$ cat src/rtl/sprite_loc_ctrl_if.sv
// -----------------------------------------------------------------------------
// sprite_loc_ctrl_if
// Bundles every signal between a maze sprite location controller and its
// environment: direction input, movement tick, map RAM read port, move
// handshake toward the RAM writer, and position/status outputs.
//   master : the location controller (drives map reads, move_req, status)
//   slave  : the environment (drives dir_in, step, map_rd_data, move_ack)
// Parameters X_W / Y_W / CNT_W must match the controller instance.
// -----------------------------------------------------------------------------
interface sprite_loc_ctrl_if #(
    parameter int X_W   = 6,
    parameter int Y_W   = 5,
    parameter int CNT_W = 16
);
    logic [3:0]       dir_in;
    logic             step;
    logic             map_rd_en;
    logic [X_W-1:0]   map_rd_x;
    logic [Y_W-1:0]   map_rd_y;
    logic [1:0]       map_rd_data;
    logic             move_req;
    logic             move_ack;
    logic [X_W-1:0]   curr_x;
    logic [Y_W-1:0]   curr_y;
    logic [X_W-1:0]   next_x;
    logic [Y_W-1:0]   next_y;
    logic [3:0]       heading;
    logic [CNT_W-1:0] pill_count;
    logic             power_eat;
    logic             busy;

    modport master (
        input  dir_in, step, map_rd_data, move_ack,
        output map_rd_en, map_rd_x, map_rd_y, move_req,
               curr_x, curr_y, next_x, next_y,
               heading, pill_count, power_eat, busy
    );

    modport slave (
        output dir_in, step, map_rd_data, move_ack,
        input  map_rd_en, map_rd_x, map_rd_y, move_req,
               curr_x, curr_y, next_x, next_y,
               heading, pill_count, power_eat, busy
    );
endinterface

$ cat src/rtl/sprite_loc_ctrl.sv
// -----------------------------------------------------------------------------
// sprite_loc_ctrl
// Grid-position controller for a maze sprite (Pac-Man or ghost). Holds the
// current tile, buffers the latest one-hot direction as a pending turn, and on
// each step tick probes the map RAM: pending turn first, then current heading.
// Edges wrap (WRAP=1) or block (WRAP=0). An accepted move is handed to the RAM
// writer with move_req/move_ack; pills and power pills eaten are counted.
// Ports:
//   CLOCK_50 : system clock
//   reset_n  : asynchronous active-low reset
//   bus      : sprite_loc_ctrl_if.master (dir_in, step, map read port,
//              move_req/move_ack, curr/next position, heading, pill_count,
//              power_eat, busy)
// Direction encoding {up,down,left,right}: 1000 up, 0100 down, 0010 left,
// 0001 right, 0000 stopped.
// -----------------------------------------------------------------------------
module sprite_loc_ctrl #(
    parameter int X_W     = 6,
    parameter int Y_W     = 5,
    parameter int MAP_W   = 40,
    parameter int MAP_H   = 30,
    parameter int START_X = 20,
    parameter int START_Y = 20,
    parameter int RD_LAT  = 1,
    parameter int WRAP    = 1,
    parameter int CNT_W   = 16
) (
    input logic               CLOCK_50,
    input logic               reset_n,
    sprite_loc_ctrl_if.master bus
);

    localparam logic [3:0]       DIR_UP    = 4'b1000;
    localparam logic [3:0]       DIR_DOWN  = 4'b0100;
    localparam logic [3:0]       DIR_LEFT  = 4'b0010;
    localparam logic [3:0]       DIR_RIGHT = 4'b0001;
    localparam logic [3:0]       DIR_NONE  = 4'b0000;
    localparam logic [X_W-1:0]   X_ZERO    = {X_W{1'b0}};
    localparam logic [Y_W-1:0]   Y_ZERO    = {Y_W{1'b0}};
    localparam logic [X_W-1:0]   X_ONE     = X_W'(1);
    localparam logic [Y_W-1:0]   Y_ONE     = Y_W'(1);
    localparam logic [X_W-1:0]   X_LAST    = X_W'(MAP_W - 1);
    localparam logic [Y_W-1:0]   Y_LAST    = Y_W'(MAP_H - 1);
    localparam logic [X_W-1:0]   X_START   = X_W'(START_X);
    localparam logic [Y_W-1:0]   Y_START   = Y_W'(START_Y);
    localparam logic [1:0]       LAT_LAST  = 2'(RD_LAT - 1);
    localparam logic [1:0]       TILE_WALL = 2'd1;
    localparam logic [1:0]       TILE_PWR  = 2'd3;
    localparam logic [CNT_W-1:0] CNT_MAX   = {CNT_W{1'b1}};
    localparam logic [CNT_W-1:0] CNT_ONE   = CNT_W'(1);

    typedef enum logic [2:0] {
        S_IDLE,
        S_TRY_P,
        S_WAIT_P,
        S_TRY_H,
        S_WAIT_H,
        S_MOVE
    } state_t;

    typedef struct packed {
        logic           blk;
        logic [X_W-1:0] x;
        logic [Y_W-1:0] y;
    } tgt_t;

    // Neighbouring tile in direction d. Arithmetic stays inside the map
    // (modulo MAP_W / MAP_H), so non-power-of-two maps wrap correctly.
    // Anything but a one-hot direction yields a blocked target.
    function automatic tgt_t calc_tgt(input logic [X_W-1:0] x,
                                      input logic [Y_W-1:0] y,
                                      input logic [3:0]     d);
        tgt_t t;
        t.blk = 1'b0;
        t.x   = x;
        t.y   = y;
        case (d)
            DIR_UP: begin
                if (y != Y_ZERO)    t.y   = y - Y_ONE;
                else if (WRAP != 0) t.y   = Y_LAST;
                else                t.blk = 1'b1;
            end
            DIR_DOWN: begin
                if (y != Y_LAST)    t.y   = y + Y_ONE;
                else if (WRAP != 0) t.y   = Y_ZERO;
                else                t.blk = 1'b1;
            end
            DIR_LEFT: begin
                if (x != X_ZERO)    t.x   = x - X_ONE;
                else if (WRAP != 0) t.x   = X_LAST;
                else                t.blk = 1'b1;
            end
            DIR_RIGHT: begin
                if (x != X_LAST)    t.x   = x + X_ONE;
                else if (WRAP != 0) t.x   = X_ZERO;
                else                t.blk = 1'b1;
            end
            default: t.blk = 1'b1;
        endcase
        return t;
    endfunction

    state_t           state_r;
    logic [X_W-1:0]   curr_x_r;
    logic [Y_W-1:0]   curr_y_r;
    logic [X_W-1:0]   next_x_r;
    logic [Y_W-1:0]   next_y_r;
    logic [3:0]       heading_r;
    logic [3:0]       pending_r;
    logic [CNT_W-1:0] pill_count_r;
    logic             power_eat_r;
    logic             move_req_r;
    logic             map_rd_en_r;
    logic [X_W-1:0]   map_rd_x_r;
    logic [Y_W-1:0]   map_rd_y_r;
    logic             tgt_blk_r;
    logic [1:0]       wait_cnt_r;
    logic [1:0]       tile_r;

    logic             dir_valid_s;
    tgt_t             p_tgt_s;
    tgt_t             h_tgt_s;

    // Candidate targets for the pending turn and the current heading.
    always_comb begin
        dir_valid_s = $onehot(bus.dir_in);
        p_tgt_s     = calc_tgt(curr_x_r, curr_y_r, pending_r);
        h_tgt_s     = calc_tgt(curr_x_r, curr_y_r, heading_r);
    end

    // Main controller: pending capture, probe sequencing, move handshake, pill count.
    always_ff @(posedge CLOCK_50 or negedge reset_n) begin
        if (!reset_n) begin
            state_r      <= S_IDLE;
            curr_x_r     <= X_START;
            curr_y_r     <= Y_START;
            next_x_r     <= X_START;
            next_y_r     <= Y_START;
            heading_r    <= DIR_NONE;
            pending_r    <= DIR_NONE;
            pill_count_r <= {CNT_W{1'b0}};
            power_eat_r  <= 1'b0;
            move_req_r   <= 1'b0;
            map_rd_en_r  <= 1'b0;
            map_rd_x_r   <= X_START;
            map_rd_y_r   <= Y_START;
            tgt_blk_r    <= 1'b0;
            wait_cnt_r   <= 2'd0;
            tile_r       <= 2'd0;
        end else begin
            // Strobes are single-cycle unless re-armed below.
            map_rd_en_r <= 1'b0;
            power_eat_r <= 1'b0;
            if (dir_valid_s) begin
                pending_r <= bus.dir_in;
            end else begin
                pending_r <= pending_r;
            end

            case (state_r)
                S_IDLE: begin
                    if (bus.step) begin
                        if ((pending_r != DIR_NONE) && (pending_r != heading_r)) begin
                            state_r     <= S_TRY_P;
                            map_rd_en_r <= ~p_tgt_s.blk;
                            map_rd_x_r  <= p_tgt_s.x;
                            map_rd_y_r  <= p_tgt_s.y;
                            tgt_blk_r   <= p_tgt_s.blk;
                        end else if (heading_r != DIR_NONE) begin
                            state_r     <= S_TRY_H;
                            map_rd_en_r <= ~h_tgt_s.blk;
                            map_rd_x_r  <= h_tgt_s.x;
                            map_rd_y_r  <= h_tgt_s.y;
                            tgt_blk_r   <= h_tgt_s.blk;
                        end else begin
                            state_r <= S_IDLE;
                        end
                    end else begin
                        state_r <= S_IDLE;
                    end
                end

                // An edge-blocked pending turn never reads; it falls back at once.
                S_TRY_P: begin
                    wait_cnt_r <= 2'd0;
                    if (!tgt_blk_r) begin
                        state_r <= S_WAIT_P;
                    end else if (heading_r != DIR_NONE) begin
                        state_r     <= S_TRY_H;
                        map_rd_en_r <= ~h_tgt_s.blk;
                        map_rd_x_r  <= h_tgt_s.x;
                        map_rd_y_r  <= h_tgt_s.y;
                        tgt_blk_r   <= h_tgt_s.blk;
                    end else begin
                        state_r <= S_IDLE;
                    end
                end

                S_WAIT_P: begin
                    if (wait_cnt_r == LAT_LAST) begin
                        if (bus.map_rd_data != TILE_WALL) begin
                            // Turn accepted; a direction arriving now becomes the new pending.
                            heading_r  <= pending_r;
                            pending_r  <= dir_valid_s ? bus.dir_in : DIR_NONE;
                            tile_r     <= bus.map_rd_data;
                            next_x_r   <= map_rd_x_r;
                            next_y_r   <= map_rd_y_r;
                            move_req_r <= 1'b1;
                            state_r    <= S_MOVE;
                        end else if (heading_r != DIR_NONE) begin
                            state_r     <= S_TRY_H;
                            map_rd_en_r <= ~h_tgt_s.blk;
                            map_rd_x_r  <= h_tgt_s.x;
                            map_rd_y_r  <= h_tgt_s.y;
                            tgt_blk_r   <= h_tgt_s.blk;
                        end else begin
                            state_r <= S_IDLE;
                        end
                    end else begin
                        wait_cnt_r <= wait_cnt_r + 2'd1;
                    end
                end

                S_TRY_H: begin
                    wait_cnt_r <= 2'd0;
                    if (!tgt_blk_r) begin
                        state_r <= S_WAIT_H;
                    end else begin
                        heading_r <= DIR_NONE;
                        state_r   <= S_IDLE;
                    end
                end

                S_WAIT_H: begin
                    if (wait_cnt_r == LAT_LAST) begin
                        if (bus.map_rd_data != TILE_WALL) begin
                            tile_r     <= bus.map_rd_data;
                            next_x_r   <= map_rd_x_r;
                            next_y_r   <= map_rd_y_r;
                            move_req_r <= 1'b1;
                            state_r    <= S_MOVE;
                        end else begin
                            heading_r <= DIR_NONE;
                            state_r   <= S_IDLE;
                        end
                    end else begin
                        wait_cnt_r <= wait_cnt_r + 2'd1;
                    end
                end

                // next_x/y stay put after the ack, so next equals curr while idle.
                S_MOVE: begin
                    if (bus.move_ack) begin
                        curr_x_r   <= next_x_r;
                        curr_y_r   <= next_y_r;
                        move_req_r <= 1'b0;
                        state_r    <= S_IDLE;
                        if (tile_r[1] && (pill_count_r != CNT_MAX)) begin
                            pill_count_r <= pill_count_r + CNT_ONE;
                        end else begin
                            pill_count_r <= pill_count_r;
                        end
                        power_eat_r <= (tile_r == TILE_PWR);
                    end else begin
                        state_r <= S_MOVE;
                    end
                end

                default: begin
                    state_r    <= S_IDLE;
                    move_req_r <= 1'b0;
                end
            endcase
        end
    end

    assign bus.map_rd_en  = map_rd_en_r;
    assign bus.map_rd_x   = map_rd_x_r;
    assign bus.map_rd_y   = map_rd_y_r;
    assign bus.move_req   = move_req_r;
    assign bus.curr_x     = curr_x_r;
    assign bus.curr_y     = curr_y_r;
    assign bus.next_x     = next_x_r;
    assign bus.next_y     = next_y_r;
    assign bus.heading    = heading_r;
    assign bus.pill_count = pill_count_r;
    assign bus.power_eat  = power_eat_r;
    assign bus.busy       = (state_r != S_IDLE);

endmodule

$ cat src/flat_wrapper.sv
// flat-port wrapper written by rule: the top's interface ports become plain ports
module sprite_loc_ctrl_flat 
#(
    parameter int X_W     = 6,
    parameter int Y_W     = 5,
    parameter int MAP_W   = 40,
    parameter int MAP_H   = 30,
    parameter int START_X = 20,
    parameter int START_Y = 20,
    parameter int RD_LAT  = 1,
    parameter int WRAP    = 1,
    parameter int CNT_W   = 16
)
  (CLOCK_50, reset_n, bus_dir_in, bus_step, bus_map_rd_data, bus_move_ack, bus_map_rd_en, bus_map_rd_x, bus_map_rd_y, bus_move_req, bus_curr_x, bus_curr_y, bus_next_x, bus_next_y, bus_heading, bus_pill_count, bus_power_eat, bus_busy);
  sprite_loc_ctrl_if #(.X_W(X_W), .Y_W(Y_W), .CNT_W(CNT_W)) bus_i ();
  input logic CLOCK_50;
  input logic reset_n;
  input wire logic [$bits(bus_i.dir_in)-1:0] bus_dir_in;
  input wire logic [$bits(bus_i.step)-1:0] bus_step;
  input wire logic [$bits(bus_i.map_rd_data)-1:0] bus_map_rd_data;
  input wire logic [$bits(bus_i.move_ack)-1:0] bus_move_ack;
  output wire logic [$bits(bus_i.map_rd_en)-1:0] bus_map_rd_en;
  output wire logic [$bits(bus_i.map_rd_x)-1:0] bus_map_rd_x;
  output wire logic [$bits(bus_i.map_rd_y)-1:0] bus_map_rd_y;
  output wire logic [$bits(bus_i.move_req)-1:0] bus_move_req;
  output wire logic [$bits(bus_i.curr_x)-1:0] bus_curr_x;
  output wire logic [$bits(bus_i.curr_y)-1:0] bus_curr_y;
  output wire logic [$bits(bus_i.next_x)-1:0] bus_next_x;
  output wire logic [$bits(bus_i.next_y)-1:0] bus_next_y;
  output wire logic [$bits(bus_i.heading)-1:0] bus_heading;
  output wire logic [$bits(bus_i.pill_count)-1:0] bus_pill_count;
  output wire logic [$bits(bus_i.power_eat)-1:0] bus_power_eat;
  output wire logic [$bits(bus_i.busy)-1:0] bus_busy;
  assign bus_i.dir_in = bus_dir_in;
  assign bus_i.step = bus_step;
  assign bus_i.map_rd_data = bus_map_rd_data;
  assign bus_i.move_ack = bus_move_ack;
  assign bus_map_rd_en = bus_i.map_rd_en;
  assign bus_map_rd_x = bus_i.map_rd_x;
  assign bus_map_rd_y = bus_i.map_rd_y;
  assign bus_move_req = bus_i.move_req;
  assign bus_curr_x = bus_i.curr_x;
  assign bus_curr_y = bus_i.curr_y;
  assign bus_next_x = bus_i.next_x;
  assign bus_next_y = bus_i.next_y;
  assign bus_heading = bus_i.heading;
  assign bus_pill_count = bus_i.pill_count;
  assign bus_power_eat = bus_i.power_eat;
  assign bus_busy = bus_i.busy;
  sprite_loc_ctrl #(.X_W(X_W), .Y_W(Y_W), .MAP_W(MAP_W), .MAP_H(MAP_H), .START_X(START_X), .START_Y(START_Y), .RD_LAT(RD_LAT), .WRAP(WRAP), .CNT_W(CNT_W)) u_core (.CLOCK_50(CLOCK_50), .reset_n(reset_n), .bus(bus_i));
endmodule
$ cat config.mk
export PLATFORM = sky130hd
export DESIGN_NAME = sprite_loc_ctrl_flat
export DESIGN_NICKNAME = d
export VERILOG_FILES = /design/src/rtl/sprite_loc_ctrl_if.sv /design/src/rtl/sprite_loc_ctrl.sv /design/src/flat_wrapper.sv
export SDC_FILE = /design/constraint.sdc
export NUM_CORES = 1
export LEC_CHECK = 0
export CAP_MARGIN = 20
export CORE_MARGIN = 1
export CORE_UTILIZATION = 60
export CTS_BUF_LIST = sky130_fd_sc_hd__clkbuf_8
export DETAILED_ROUTE_END_ITERATION = 10
export PLACE_DENSITY = 0.9
export SYNTH_ARGS = -nofsm -noshare
export SYNTH_HDL_FRONTEND = slang
export SYNTH_SLANG_ARGS = --single-unit
$ cat constraint.sdc
create_clock -name CLOCK_50 -period 3.9 [get_ports CLOCK_50]
set_input_delay 0.78 -clock CLOCK_50 [delete_from_list [all_inputs] [get_ports CLOCK_50]]
set_output_delay 0.78 -clock CLOCK_50 [all_outputs]
set_load 0.05 [all_outputs]
[Word-level counts from Yosys, hierarchy flattened]
Cells that the tools add are included.
Cells by class
  bitwise logic cells: 1
  multiplexer cells: 69
  reductions and logical operators: 26
  add/sub/neg operators: 9
  equality and inequality tests: 32
Operators by type and width (number)
  6-bit 2-to-1 mux: 8
  4-bit 2-to-1 mux: 10
  5-bit 2-to-1 mux: 8
  3-bit 2-to-1 mux: 9
  6-bit one-hot mux with 2 select lines: 2
  1-bit 2-to-1 mux: 20
  5-bit one-hot mux with 2 select lines: 2
  3-bit one-hot mux with 6 select lines: 1
  6-bit one-hot mux with 3 select lines: 1
  16-bit by 1-bit adder with 16-bit output (second input constant): 1
  16-bit != test (second input constant): 1
  2-bit by 1-bit != test with 1-bit output (second input constant): 8
  5-bit one-hot mux with 3 select lines: 1
  4-bit one-hot mux with 3 select lines: 1
  2-bit != test (second input constant): 5
  1-bit one-hot mux with 3 select lines: 3
  3-bit nonzero test: 3
  4-bit by 1-bit == test with 1-bit output (second input constant): 2
  4-bit by 2-bit == test with 1-bit output (second input constant): 2
  4-bit by 3-bit == test with 1-bit output (second input constant): 2
  4-bit == test (second input constant): 2
  4-bit AND reduction: 2
  4-bit nonzero test: 2
  4-bit OR reduction: 2
  29 further kinds: 39
Storage, ports and cells
  bits of input ports: 10
  logic and storage cells: 153
  bits in registers: 68
  output and inout port bits: 57

[Depth between registers and ports, before layout]
Gate-level depths: netlist of run 1.
  depth in word-level cells: 7
  mapped depth: 8

[Least setup slack after synthesis of run 1]
No wires, ideal clock.
  path type: input to register
  start: input port bus_dir_in[0]
  end: register u_core.pending_r[2]
  path slack: 1.371 ns
  setup time: 0.121 ns
  required time: 3.779 ns
  stages on the path: 6
  buffers on the path: 0
  arrival time: 2.408 ns
  path through: ha_1 -> ha_1 -> fa_1 -> nor3b_1 -> a31oi_1 -> a22o_1
On the way
  word-level cells in the longest chain between the ends: 7
Ends and longest elaborated chain
  from (decl): line flat_wrapper.sv:18  | input wire logic [$bits(bus_i.dir_in)-1:0] bus_dir_in;
  1-bit by 1-bit adder with 2-bit output (implied by the code) (*): line sprite_loc_ctrl.sv:126  | dir_valid_s = $onehot(bus.dir_in);
  3-bit adder (implied by the code) (*): line sprite_loc_ctrl.sv:126
  3-bit by 1-bit == test with 1-bit output (*): line sprite_loc_ctrl.sv:126
  4-bit 2-to-1 mux, on equally long branches: line sprite_loc_ctrl.sv:154, sprite_loc_ctrl.sv:204
  4-bit 2-to-1 mux: line sprite_loc_ctrl.sv:201  | if (bus.map_rd_data != TILE_WALL) begin
  4-bit 2-to-1 mux: line sprite_loc_ctrl.sv:200  | if (wait_cnt_r == LAT_LAST) begin
  4-bit 2-to-1 mux (*): line sprite_loc_ctrl.sv:160  | case (state_r)
  to (signal assigned): line sprite_loc_ctrl.sv:155  | pending_r <= bus.dir_in;
  to (signal assigned): line sprite_loc_ctrl.sv:157  | pending_r <= pending_r;
  to (signal assigned): line sprite_loc_ctrl.sv:204  | pending_r <= dir_valid_s ? bus.dir_in : DIR_NONE;
  to (decl): line sprite_loc_ctrl.sv:109  | logic [3:0] pending_r;
Every way passes the cells marked *; elsewhere a longest branch is shown, timed or not.
A chain may end at the register's enable or synchronous reset.

[Worst setup path after layout of run 1]
  start: register u_core.state_r[0]
  end: output port bus_busy
On the way
  word-level cells in the longest chain between the ends: 1
Ends and longest elaborated chain
  from (decl): line sprite_loc_ctrl.sv:103  | state_t state_r;
  from (signal assigned): line sprite_loc_ctrl.sv:134  | state_r <= S_IDLE;
  from (signal assigned): line sprite_loc_ctrl.sv:164  | state_r <= S_TRY_P;
  from (signal assigned): line sprite_loc_ctrl.sv:170  | state_r <= S_TRY_H;
  3-bit nonzero test: line sprite_loc_ctrl.sv:288  | assign bus.busy = (state_r != S_IDLE);
  to (decl): line flat_wrapper.sv:33  | output wire logic [$bits(bus_i.busy)-1:0] bus_busy;
No other way between the ends.

==> impl_metrics.prom, run 1 <==
# TYPE chip_impl_metric gauge
chip_impl_info{name="startpoint_type",value="register"} 1
chip_impl_metric{name="timing_worst_slew_pin_value",unit="ns"} 0.8751
chip_impl_info{name="tritoncts_clock_tree",value="built"} 1
chip_impl_metric{name="drv.max_cap_violation_count",unit=""} 0
chip_impl_metric{name="final_critical_path_setup_slack",unit="ns"} 0.8723
chip_impl_metric{name="finalNetCount",unit=""} 611
chip_impl_metric{name="period_minus_slack",unit="ns"} 3.028
chip_impl_metric{name="areaGrowthSynthToFinish",unit="%"} 18.33
chip_impl_info{name="critical_path.cell_chain",value="nor2_1 -> nand2_1 -> clkdlybuf4s50_1"} 1
chip_impl_metric{name="cts_htree_levels",unit=""} 3
chip_impl_metric{name="critical_path_arrival",unit="ns"} 2.25
chip_impl_metric{name="setup_viol_count_final",unit=""} 0
chip_impl_info{name="cp-end-kind",value="output port"} 1
chip_impl_metric{name="preCtsSetupSlack",unit="ns"} 0.6270
chip_impl_metric{name="worst_skew_pair.late_latency",unit="ns"} 0.35
chip_impl_metric{name="clockBufferDepth",unit=""} 2
chip_impl_metric{name="power.ir.vdd_worst",unit="uV"} 571.9
chip_impl_metric{name="synth.cell_area",unit="sq um"} 4697
chip_impl_metric{name="core.rowCount",unit=""} 31
chip_impl_metric{name="antenna_cells_inserted",unit=""} 0
chip_impl_metric{name="antenna_violating_nets_left",unit=""} 0
chip_impl_metric{name="synth_edf_count",unit=""} 0
chip_impl_metric{name="post_cts_hold_buffers",unit=""} 0
chip_impl_metric{name="timing.final.hold_violations",unit=""} 0
chip_impl_info{name="cts-root-buf",value="sky130_fd_sc_hd__clkbuf_8"} 1
chip_impl_info{name="crit_path_top_delay_cell",value="sky130_fd_sc_hd__clkdlybuf4s50_1"} 1
chip_impl_metric{name="worst_ep_required_time",unit="ns"} 3.12
chip_impl_info{name="kind_of_critical_path",value="register to output port"} 1
chip_impl_metric{name="final.period_utilization",unit="%"} 77.63
chip_impl_metric{name="vias",unit=""} 4706
chip_impl_metric{name="worst-path-max-fanout",unit=""} 24
chip_impl_metric{name="start_util",unit="%"} 63.40
chip_impl_metric{name="timing.fmax",unit="MHz"} 330.3
chip_impl_metric{name="post_synthesis_net_count",unit=""} 568
chip_impl_metric{name="grt_remaining_overflow",unit=""} 0
chip_impl_metric{name="ys_seq_area_share",unit="%"} 36.55
chip_impl_metric{name="post_drt_via_cell_ratio",unit=""} 6.791
chip_impl_metric{name="timing.setup.tns",unit="ns"} 0
chip_impl_metric{name="finalPower",unit="W"} 0.005527
chip_impl_metric{name="synth_cells",unit=""} 546
chip_impl_info{name="rsz0062_at_grt",value="false"} 1
chip_impl_metric{name="detail_route.iter0.violations",unit=""} 423
chip_impl_metric{name="gp_congestion",unit=""} 0.9350
chip_impl_metric{name="die_area",unit="sq um"} 8186
chip_impl_metric{name="slew_limit_headroom",unit="%"} 40.84
chip_impl_metric{name="wire_per_inst",unit="um"} 19.49
chip_impl_metric{name="distinct_cell_type_count_of_the_synthesized_netlist",unit=""} 70
chip_impl_metric{name="placement.io_buffers",unit=""} 66
chip_impl_metric{name="io_pins",unit=""} 67
chip_impl_metric{name="cts.clk_slew.worst_paths",unit="ns"} 0.09
chip_impl_metric{name="drt_pre_antenna_iters",unit=""} 6
chip_impl_metric{name="syn_area_per_cell",unit="sq um"} 8.603
chip_impl_metric{name="die_y",unit="um"} 90.48
chip_impl_metric{name="report.final.slew_viol_count",unit=""} 0
chip_impl_metric{name="power_density",unit="nW/um^2"} 994.5
chip_impl_metric{name="yosys_warnings",unit=""} 0
chip_impl_metric{name="final_cell_count_no_fill",unit=""} 693
chip_impl_metric{name="drc_errors",unit=""} 0
chip_impl_info{name="ys.flop_type",value="sky130_fd_sc_hd__dfrtp_1"} 1
chip_impl_metric{name="place_inst",unit=""} 677
chip_impl_metric{name="worst_clock_skew",unit="ns"} 0.01549
chip_impl_metric{name="cts_num_sinks",unit=""} 68
chip_impl_metric{name="grt_antenna_before_repair",unit=""} 0
chip_impl_metric{name="die_width",unit="um"} 90.48
chip_impl_metric{name="grt.total_usage",unit="%"} 33.81
chip_impl_metric{name="cts_inserted_buffers",unit=""} 9
chip_impl_info{name="result_of_the_run",value="completed"} 1
chip_impl_metric{name="postSynthRegisterBits",unit=""} 68
chip_impl_metric{name="detail_route.wirelength",unit="um"} 13500
chip_impl_metric{name="maximum_number_of_pins_on_one_net_before_global_route_repair",unit=""} 69
chip_impl_metric{name="async_flop_share",unit="%"} 100.0
chip_impl_metric{name="global_route_wire_length_before_repair",unit="um"} 22040
chip_impl_metric{name="post_route_cells_drive_above_1_share",unit="%"} 8.754
chip_impl_metric{name="design.core.area",unit="sq um"} 7408
chip_impl_metric{name="post_cts_resize_count",unit=""} 0
chip_impl_metric{name="first_global_vias",unit=""} 4278
chip_impl_metric{name="fin_util",unit="%"} 75.02
chip_impl_info{name="hold_class",value="register to register"} 1
chip_impl_metric{name="power_leakage",unit="nW"} 2.307
chip_impl_metric{name="hpwlAfterDp",unit="um"} 9429
chip_impl_metric{name="setup_repair_bufs_after_cts",unit=""} 0
chip_impl_metric{name="critical_path.max_stage_delay",unit="ns"} 0.80
-- worst max-delay path: cells and delay by family (launching register included) --
family	cells	cell delay [ns]
flops	1	0.75
buf+inv	1	0.80
simple gates	2	0.34
-- flip-flops by register name, summed over array words and instances, names as in the netlist, 5 cells and up --
signal	count
u_core.bus.pill_count	16
u_core.bus.curr_x	6
u_core.bus.map_rd_x	6
u_core.bus.next_x	6
u_core.bus.curr_y	5
u_core.bus.map_rd_y	5
u_core.bus.next_y	5
-- layout make-up --
type,instances,area [sq um]
Clock buffer,9,123.9
Clock inverter,7,81.33
Fill cell,553,1851
Inverter,28,105.1
Multi-Input combinational cell,412,2721
Sequential cell,68,1717
Tap cell,99,123.9
Timing Repair Buffer,70,685.7
-- worst paths after layout --
| check | start | to | slack [ns] | cells past startpoint |
|---|---|---|---|---|
| worst max-delay path | u_core.state_r[0] | bus_busy | 0.87 | 3 |
| worst min-delay path | u_core.bus.next_x[4] | u_core.bus.curr_x[4] | 0.47 | 2 |
| worst max register to register | u_core.bus.curr_y[0] | u_core.bus.map_rd_y[1] | 0.90 | 7 |
| worst min register to register | u_core.bus.next_x[4] | u_core.bus.curr_x[4] | 0.47 | 2 |
| max in group asynchronous | reset_n | u_core.bus.next_x[5] | 2.70 | 2 |
| min in group asynchronous | reset_n | u_core.pending_r[2] | 0.62 | 2 |
-- kinds of logic (layout without fill, tap and decap cells) --
family                     after synthesis  count (layout)  synth area share [%]
DFF                                     68              68                 36.55
xor gates and xnor gates                21              21                 3.916
and+or+nand+nor                        191             191                 21.42
muxes                                   16              16                 3.650
buffers and inverters                   66             114                 5.514
AOI/OAI and AO/OA                      171             171                 25.39
adders and majority gates               13              13                 3.570
-- cell usage after synthesis (5+ instances only) --
master / count / area, sq um
sky130_fd_sc_hd__nand2b_1: 10 / 62.56
sky130_fd_sc_hd__mux2_2: 9 / 101.4
sky130_fd_sc_hd__nand3_1: 14 / 70.07
sky130_fd_sc_hd__nor2_1: 32 / 120.1
sky130_fd_sc_hd__a21o_1: 5 / 37.54
sky130_fd_sc_hd__a211oi_1: 12 / 90.09
sky130_fd_sc_hd__mux2i_1: 7 / 70.07
sky130_fd_sc_hd__clkbuf_1: 26 / 97.59
sky130_fd_sc_hd__buf_2: 9 / 45.04
sky130_fd_sc_hd__nor4b_1: 5 / 43.79
sky130_fd_sc_hd__o22ai_1: 6 / 37.54
sky130_fd_sc_hd__nor3b_1: 5 / 37.54
sky130_fd_sc_hd__dfstp_2: 12 / 315.3
sky130_fd_sc_hd__nor3_1: 12 / 60.06
sky130_fd_sc_hd__dfrtp_1: 56 / 1401
sky130_fd_sc_hd__xnor2_1: 11 / 96.34
sky130_fd_sc_hd__ha_1: 11 / 137.6
sky130_fd_sc_hd__xor2_1: 10 / 87.58
sky130_fd_sc_hd__and4_1: 5 / 43.79
sky130_fd_sc_hd__nand2_1: 58 / 217.7
sky130_fd_sc_hd__nor2b_1: 6 / 37.54
sky130_fd_sc_hd__inv_1: 27 / 101.4
sky130_fd_sc_hd__a221o_1: 7 / 70.07
sky130_fd_sc_hd__or3_1: 6 / 37.54
sky130_fd_sc_hd__nand4_1: 9 / 56.30
sky130_fd_sc_hd__a21oi_1: 34 / 170.2
sky130_fd_sc_hd__a31oi_1: 6 / 37.54
sky130_fd_sc_hd__and3_1: 9 / 56.30
sky130_fd_sc_hd__a22oi_1: 5 / 37.54
sky130_fd_sc_hd__o21ai_0: 39 / 195.2
-- metal layers --
metal	wire length (um)	vias to the layer above	global-route usage, %
li1	-	2119	-
met1	5502	2266	46.53
met2	6308	277	52.53
met3	1284	44	6.145
met4	409	0	13.98
met5	0	-	0
-- per-stage QoR --
step	area (sq um)	hold slack, ns
2_1_floorplan	4697	0.4550
3_3_place_gp	5353	0.4523
3_5_place_dp	5353	0.4594
4_1_cts	5558	0.4714
5_1_grt	5558	0.4873
6_report	5558	0.4711
-- placed cells by master, fill, tap and decap left out, types with 5 or more instances in the layout --
cell                              Yosys  layout
sky130_fd_sc_hd__clkdlybuf4s50_1      0      65
sky130_fd_sc_hd__nand2_1             58      58
sky130_fd_sc_hd__dfrtp_1             56      56
sky130_fd_sc_hd__o21ai_0             39      39
sky130_fd_sc_hd__a21oi_1             34      34
sky130_fd_sc_hd__nor2_1              32      32
sky130_fd_sc_hd__inv_1               27      27
sky130_fd_sc_hd__nand3_1             14      14
sky130_fd_sc_hd__nor3_1              12      12
sky130_fd_sc_hd__a211oi_1            12      12
sky130_fd_sc_hd__dfstp_2             12      12
sky130_fd_sc_hd__xnor2_1             11      11
sky130_fd_sc_hd__ha_1                11      11
sky130_fd_sc_hd__xor2_1              10      10
sky130_fd_sc_hd__nand2b_1            10      10
sky130_fd_sc_hd__nand4_1              9       9
sky130_fd_sc_hd__mux2_2               9       9
sky130_fd_sc_hd__and3_1               9       9
sky130_fd_sc_hd__clkbuf_8             0       9
sky130_fd_sc_hd__a221o_1              7       7
sky130_fd_sc_hd__mux2i_1              7       7
sky130_fd_sc_hd__or3_1                6       6
sky130_fd_sc_hd__a31oi_1              6       6
sky130_fd_sc_hd__o22ai_1              6       6
sky130_fd_sc_hd__nor2b_1              6       6
sky130_fd_sc_hd__a22oi_1              5       5
sky130_fd_sc_hd__nor4b_1              5       5
sky130_fd_sc_hd__and4_1               5       5
sky130_fd_sc_hd__nor3b_1              5       5
sky130_fd_sc_hd__a21o_1               5       5
-- power by group --
group	internal (W)	leakage [nW]	total, W	switching, W
Sequential	0.00100	0.848	0.00160	0.000594
Clock	0.000304	0.101	0.000610	0.000306
Combinational	0.00123	1.36	0.00332	0.00209
Note: power is estimated with default switching activity, not from simulation.
==> run 2, diff against run 1 <==
--- a/config.mk
+++ b/config.mk
@@ -7,10 +7,10 @@
 export LEC_CHECK = 0
 export CAP_MARGIN = 20
 export CORE_MARGIN = 1
-export CORE_UTILIZATION = 60
+export CORE_UTILIZATION = 57
 export CTS_BUF_LIST = sky130_fd_sc_hd__clkbuf_8
 export DETAILED_ROUTE_END_ITERATION = 10
-export PLACE_DENSITY = 0.9
+export PLACE_DENSITY = 0.86
 export SYNTH_ARGS = -nofsm -noshare
 export SYNTH_HDL_FRONTEND = slang
 export SYNTH_SLANG_ARGS = --single-unit
==> constraint.sdc (replaced) <==
create_clock -name CLOCK_50 -period 3.02 [get_ports CLOCK_50]
set_input_delay 0.604 -clock CLOCK_50 [delete_from_list [all_inputs] [get_ports CLOCK_50]]
set_output_delay 0.604 -clock CLOCK_50 [all_outputs]
set_load 0.05 [all_outputs]
==> impl_metrics.prom, run 2 (synthesized netlist as in run 1, its figures left out) <==
# TYPE chip_impl_metric gauge
chip_impl_metric{name="worst_clock_skew",unit="ns"} 0.003966
chip_impl_info{name="kind_of_critical_path",value="register to output port"} 1
chip_impl_metric{name="period_minus_slack",unit="ns"} 2.594
chip_impl_metric{name="cts_num_sinks",unit=""} 68
chip_impl_metric{name="cts_inserted_buffers",unit=""} 9
chip_impl_metric{name="timing.setup.tns",unit="ns"} 0
chip_impl_metric{name="detail_route.iter0.violations",unit=""} 406
chip_impl_metric{name="power_leakage",unit="nW"} 2.404
chip_impl_metric{name="cp.depth",unit=""} 1
chip_impl_metric{name="start_util",unit="%"} 59.85
chip_impl_metric{name="die_y",unit="um"} 92.78
chip_impl_metric{name="antenna_violating_nets_left",unit=""} 0
chip_impl_info{name="crit-reg2reg-capture",value="u_core.bus.map_rd_x[3]"} 1
chip_impl_metric{name="post_drt_via_cell_ratio",unit=""} 6.574
chip_impl_metric{name="first_global_vias",unit=""} 4460
chip_impl_metric{name="areaGrowthSynthToFinish",unit="%"} 21.50
chip_impl_metric{name="internal-power",unit="W"} 0.003412
chip_impl_metric{name="antenna_cells_inserted",unit=""} 0
chip_impl_metric{name="timing.fmax",unit="MHz"} 385.5
chip_impl_metric{name="design.core.area",unit="sq um"} 7848
chip_impl_metric{name="post_cts_hold_buffers",unit=""} 0
chip_impl_metric{name="die_area",unit="sq um"} 8607
chip_impl_metric{name="netSwitchingFraction",unit="%"} 52.77
chip_impl_info{name="hold_class",value="input pin to async pin"} 1
chip_impl_metric{name="critical_path.max_stage_delay",unit="ns"} 0.92
chip_impl_metric{name="worst_skew_pair.late_latency",unit="ns"} 0.35
chip_impl_metric{name="maximum_number_of_pins_on_one_net_before_global_route_repair",unit=""} 37
chip_impl_info{name="final_cell_mix",value="sky130_fd_sc_hd__clkdlybuf4s50_1, sky130_fd_sc_hd__nand2_1, sky130_fd_sc_hd__dfrtp_1"} 1
chip_impl_metric{name="power.share.clock",unit="%"} 12.0
chip_impl_info{name="crit_path_top_delay_cell",value="sky130_fd_sc_hd__clkdlybuf4s50_1"} 1
chip_impl_metric{name="gp_congestion",unit=""} 0.9965
chip_impl_metric{name="power_switching",unit="W"} 0.003812
chip_impl_info{name="critical_path.cell_chain",value="clkdlybuf4s50_1"} 1
chip_impl_metric{name="setup_viol_count_final",unit=""} 0
chip_impl_metric{name="worst-path-buf-inv",unit=""} 1
chip_impl_metric{name="pwr-share-seq",unit="%"} 25.0
chip_impl_metric{name="post_route_cells_drive_above_1_share",unit="%"} 11.29
chip_impl_metric{name="final_cell_count_no_fill",unit=""} 713
chip_impl_metric{name="slew_limit_headroom",unit="%"} 50.45
chip_impl_metric{name="setup_repair_bufs_after_cts",unit=""} 0
chip_impl_metric{name="flip_flop_count_of_the_largest_register_all_copies_and_words_added",unit=""} 16
chip_impl_metric{name="worst_ep_required_time",unit="ns"} 2.42
chip_impl_metric{name="worst-path-max-fanout",unit=""} 15
chip_impl_metric{name="io_pins",unit=""} 67
chip_impl_metric{name="post_cts_resize_count",unit=""} 0
chip_impl_metric{name="critical_path_arrival",unit="ns"} 1.99
chip_impl_metric{name="clockBufferDepth",unit=""} 2
chip_impl_metric{name="placement.io_buffers",unit=""} 66
chip_impl_info{name="startpoint_type",value="register"} 1
chip_impl_metric{name="timing.reg2reg.setup_slack",unit="ns"} 0.55
chip_impl_info{name="cell_family_with_the_largest_share_of_critical_path_delay",value="buffers and inverters"} 1
chip_impl_metric{name="core.rowCount",unit=""} 32
chip_impl_metric{name="hold_slack",unit="ns"} 0.2835
chip_impl_metric{name="drv.max_cap_violation_count",unit=""} 0
chip_impl_metric{name="timing_worst_slew_pin_value",unit="ns"} 0.7406
chip_impl_metric{name="grt.total_usage",unit="%"} 33.81
chip_impl_metric{name="die_width",unit="um"} 92.78
chip_impl_metric{name="final.period_utilization",unit="%"} 85.89
chip_impl_metric{name="cts.clk_slew.worst_paths",unit="ns"} 0.08
chip_impl_metric{name="power_density",unit="nW/um^2"} 1266
chip_impl_metric{name="combinationalPowerShare",unit="%"} 62.9
chip_impl_metric{name="vias",unit=""} 4687
chip_impl_metric{name="grt_remaining_overflow",unit=""} 0
chip_impl_info{name="mostFrequentLayoutCell",value="sky130_fd_sc_hd__clkdlybuf4s50_1"} 1
chip_impl_metric{name="grt_antenna_before_repair",unit=""} 0
chip_impl_metric{name="place_inst",unit=""} 697
chip_impl_metric{name="timing.final.hold_violations",unit=""} 0
chip_impl_metric{name="drc_errors",unit=""} 0
chip_impl_metric{name="r2r_cells",unit=""} 5
chip_impl_metric{name="global_route_wire_length_before_repair",unit="um"} 22490
chip_impl_info{name="rsz0062_at_grt",value="false"} 1
chip_impl_info{name="cp-end-kind",value="output port"} 1
chip_impl_info{name="tritoncts_clock_tree",value="built"} 1
chip_impl_info{name="cts-root-buf",value="sky130_fd_sc_hd__clkbuf_8"} 1
chip_impl_info{name="result_of_the_run",value="completed"} 1
chip_impl_metric{name="final_critical_path_setup_slack",unit="ns"} 0.4261
chip_impl_metric{name="report.final.slew_viol_count",unit=""} 0
chip_impl_metric{name="finalNetCount",unit=""} 628
chip_impl_metric{name="wire_per_inst",unit="um"} 19.55
chip_impl_metric{name="hpwlAfterDp",unit="um"} 9869
chip_impl_metric{name="cts_htree_levels",unit=""} 3
chip_impl_metric{name="detail_route.wirelength",unit="um"} 13940
chip_impl_info{name="worst_reg2reg_path_startpoint",value="u_core.bus.heading[2]"} 1
chip_impl_metric{name="drt_pre_antenna_iters",unit=""} 5
chip_impl_metric{name="power.ir.vdd_worst",unit="uV"} 704.1
chip_impl_metric{name="preCtsSetupSlack",unit="ns"} 0.2016
[run 2: cell types whose count changed in the layout (fill, tap and decap cells not counted)]
cell | previous run | this run
sky130_fd_sc_hd__inv_6 | 3 | 1
sky130_fd_sc_hd__buf_4 | 4 | 21
sky130_fd_sc_hd__bufinv_16 | 1 | 2
sky130_fd_sc_hd__clkinv_2 | 0 | 1
[run 2: cell type report]
| type | count | area [sq um] |
|---|---|---|
| inverter | 28 | 105.1 |
| timing repair buffer | 87 | 813.3 |
| clock buffer | 9 | 123.9 |
| clock inverter | 7 | 98.84 |
| multi-input combinational | 412 | 2721 |
| sequential | 68 | 1717 |
| tap | 102 | 127.6 |
| fill | 623 | 2141 |
[run 2: power groups by stage]
stage | combinational [W] | clock [W] | sequential (W)
finish | 0.00455 | 0.000868 | 0.00181
global route | 0.00486 | 0.000914 | 0.00187
CTS | 0.00449 | 0.000879 | 0.00179
detailed placement | 0.00446 | 0 | 0.00181
global placement | 0.00440 | 0 | 0.00180
floorplan | 0.00250 | 0 | 0.00243
[run 2: through the flow]
stage	cell area, sq um	util [%]	power, W
2_1_floorplan	4697	-	0.004930
3_3_place_gp	5484	69.88	0.006199
3_5_place_dp	5484	69.88	0.006270
4_1_cts	5707	72.72	0.007159
5_1_grt	5707	72.72	0.007644
6_report	5707	72.72	0.007224
[run 2: worst max-delay path by stage]
| stage | slack (ns) | endpoint | startpoint |
|---|---|---|---|
| after global routing | 0.32 | u_core.bus.map_rd_x[4] | u_core.bus.curr_x[0] |
| after floorplan | 0.56 | u_core.bus.map_rd_y[1] | u_core.bus.curr_y[0] |
| final | 0.43 | bus_heading[2] | u_core.bus.heading[2] |
| after global placement | 0.36 | u_core.pending_r[3] | bus_dir_in[0] |
| after CTS | 0.45 | bus_heading[2] | u_core.bus.heading[2] |
| after detailed placement | 0.20 | u_core.pending_r[1] | bus_dir_in[0] |
[run 2: layer usage]
layer,track usage [%],vias up,part of all wire (%)
met3,5.583,47,7.5
met2,55.02,250,48
met1,43.61,2245,41
met4,16.41,0,3.7
met5,0,-,0
li1,-,2145,-
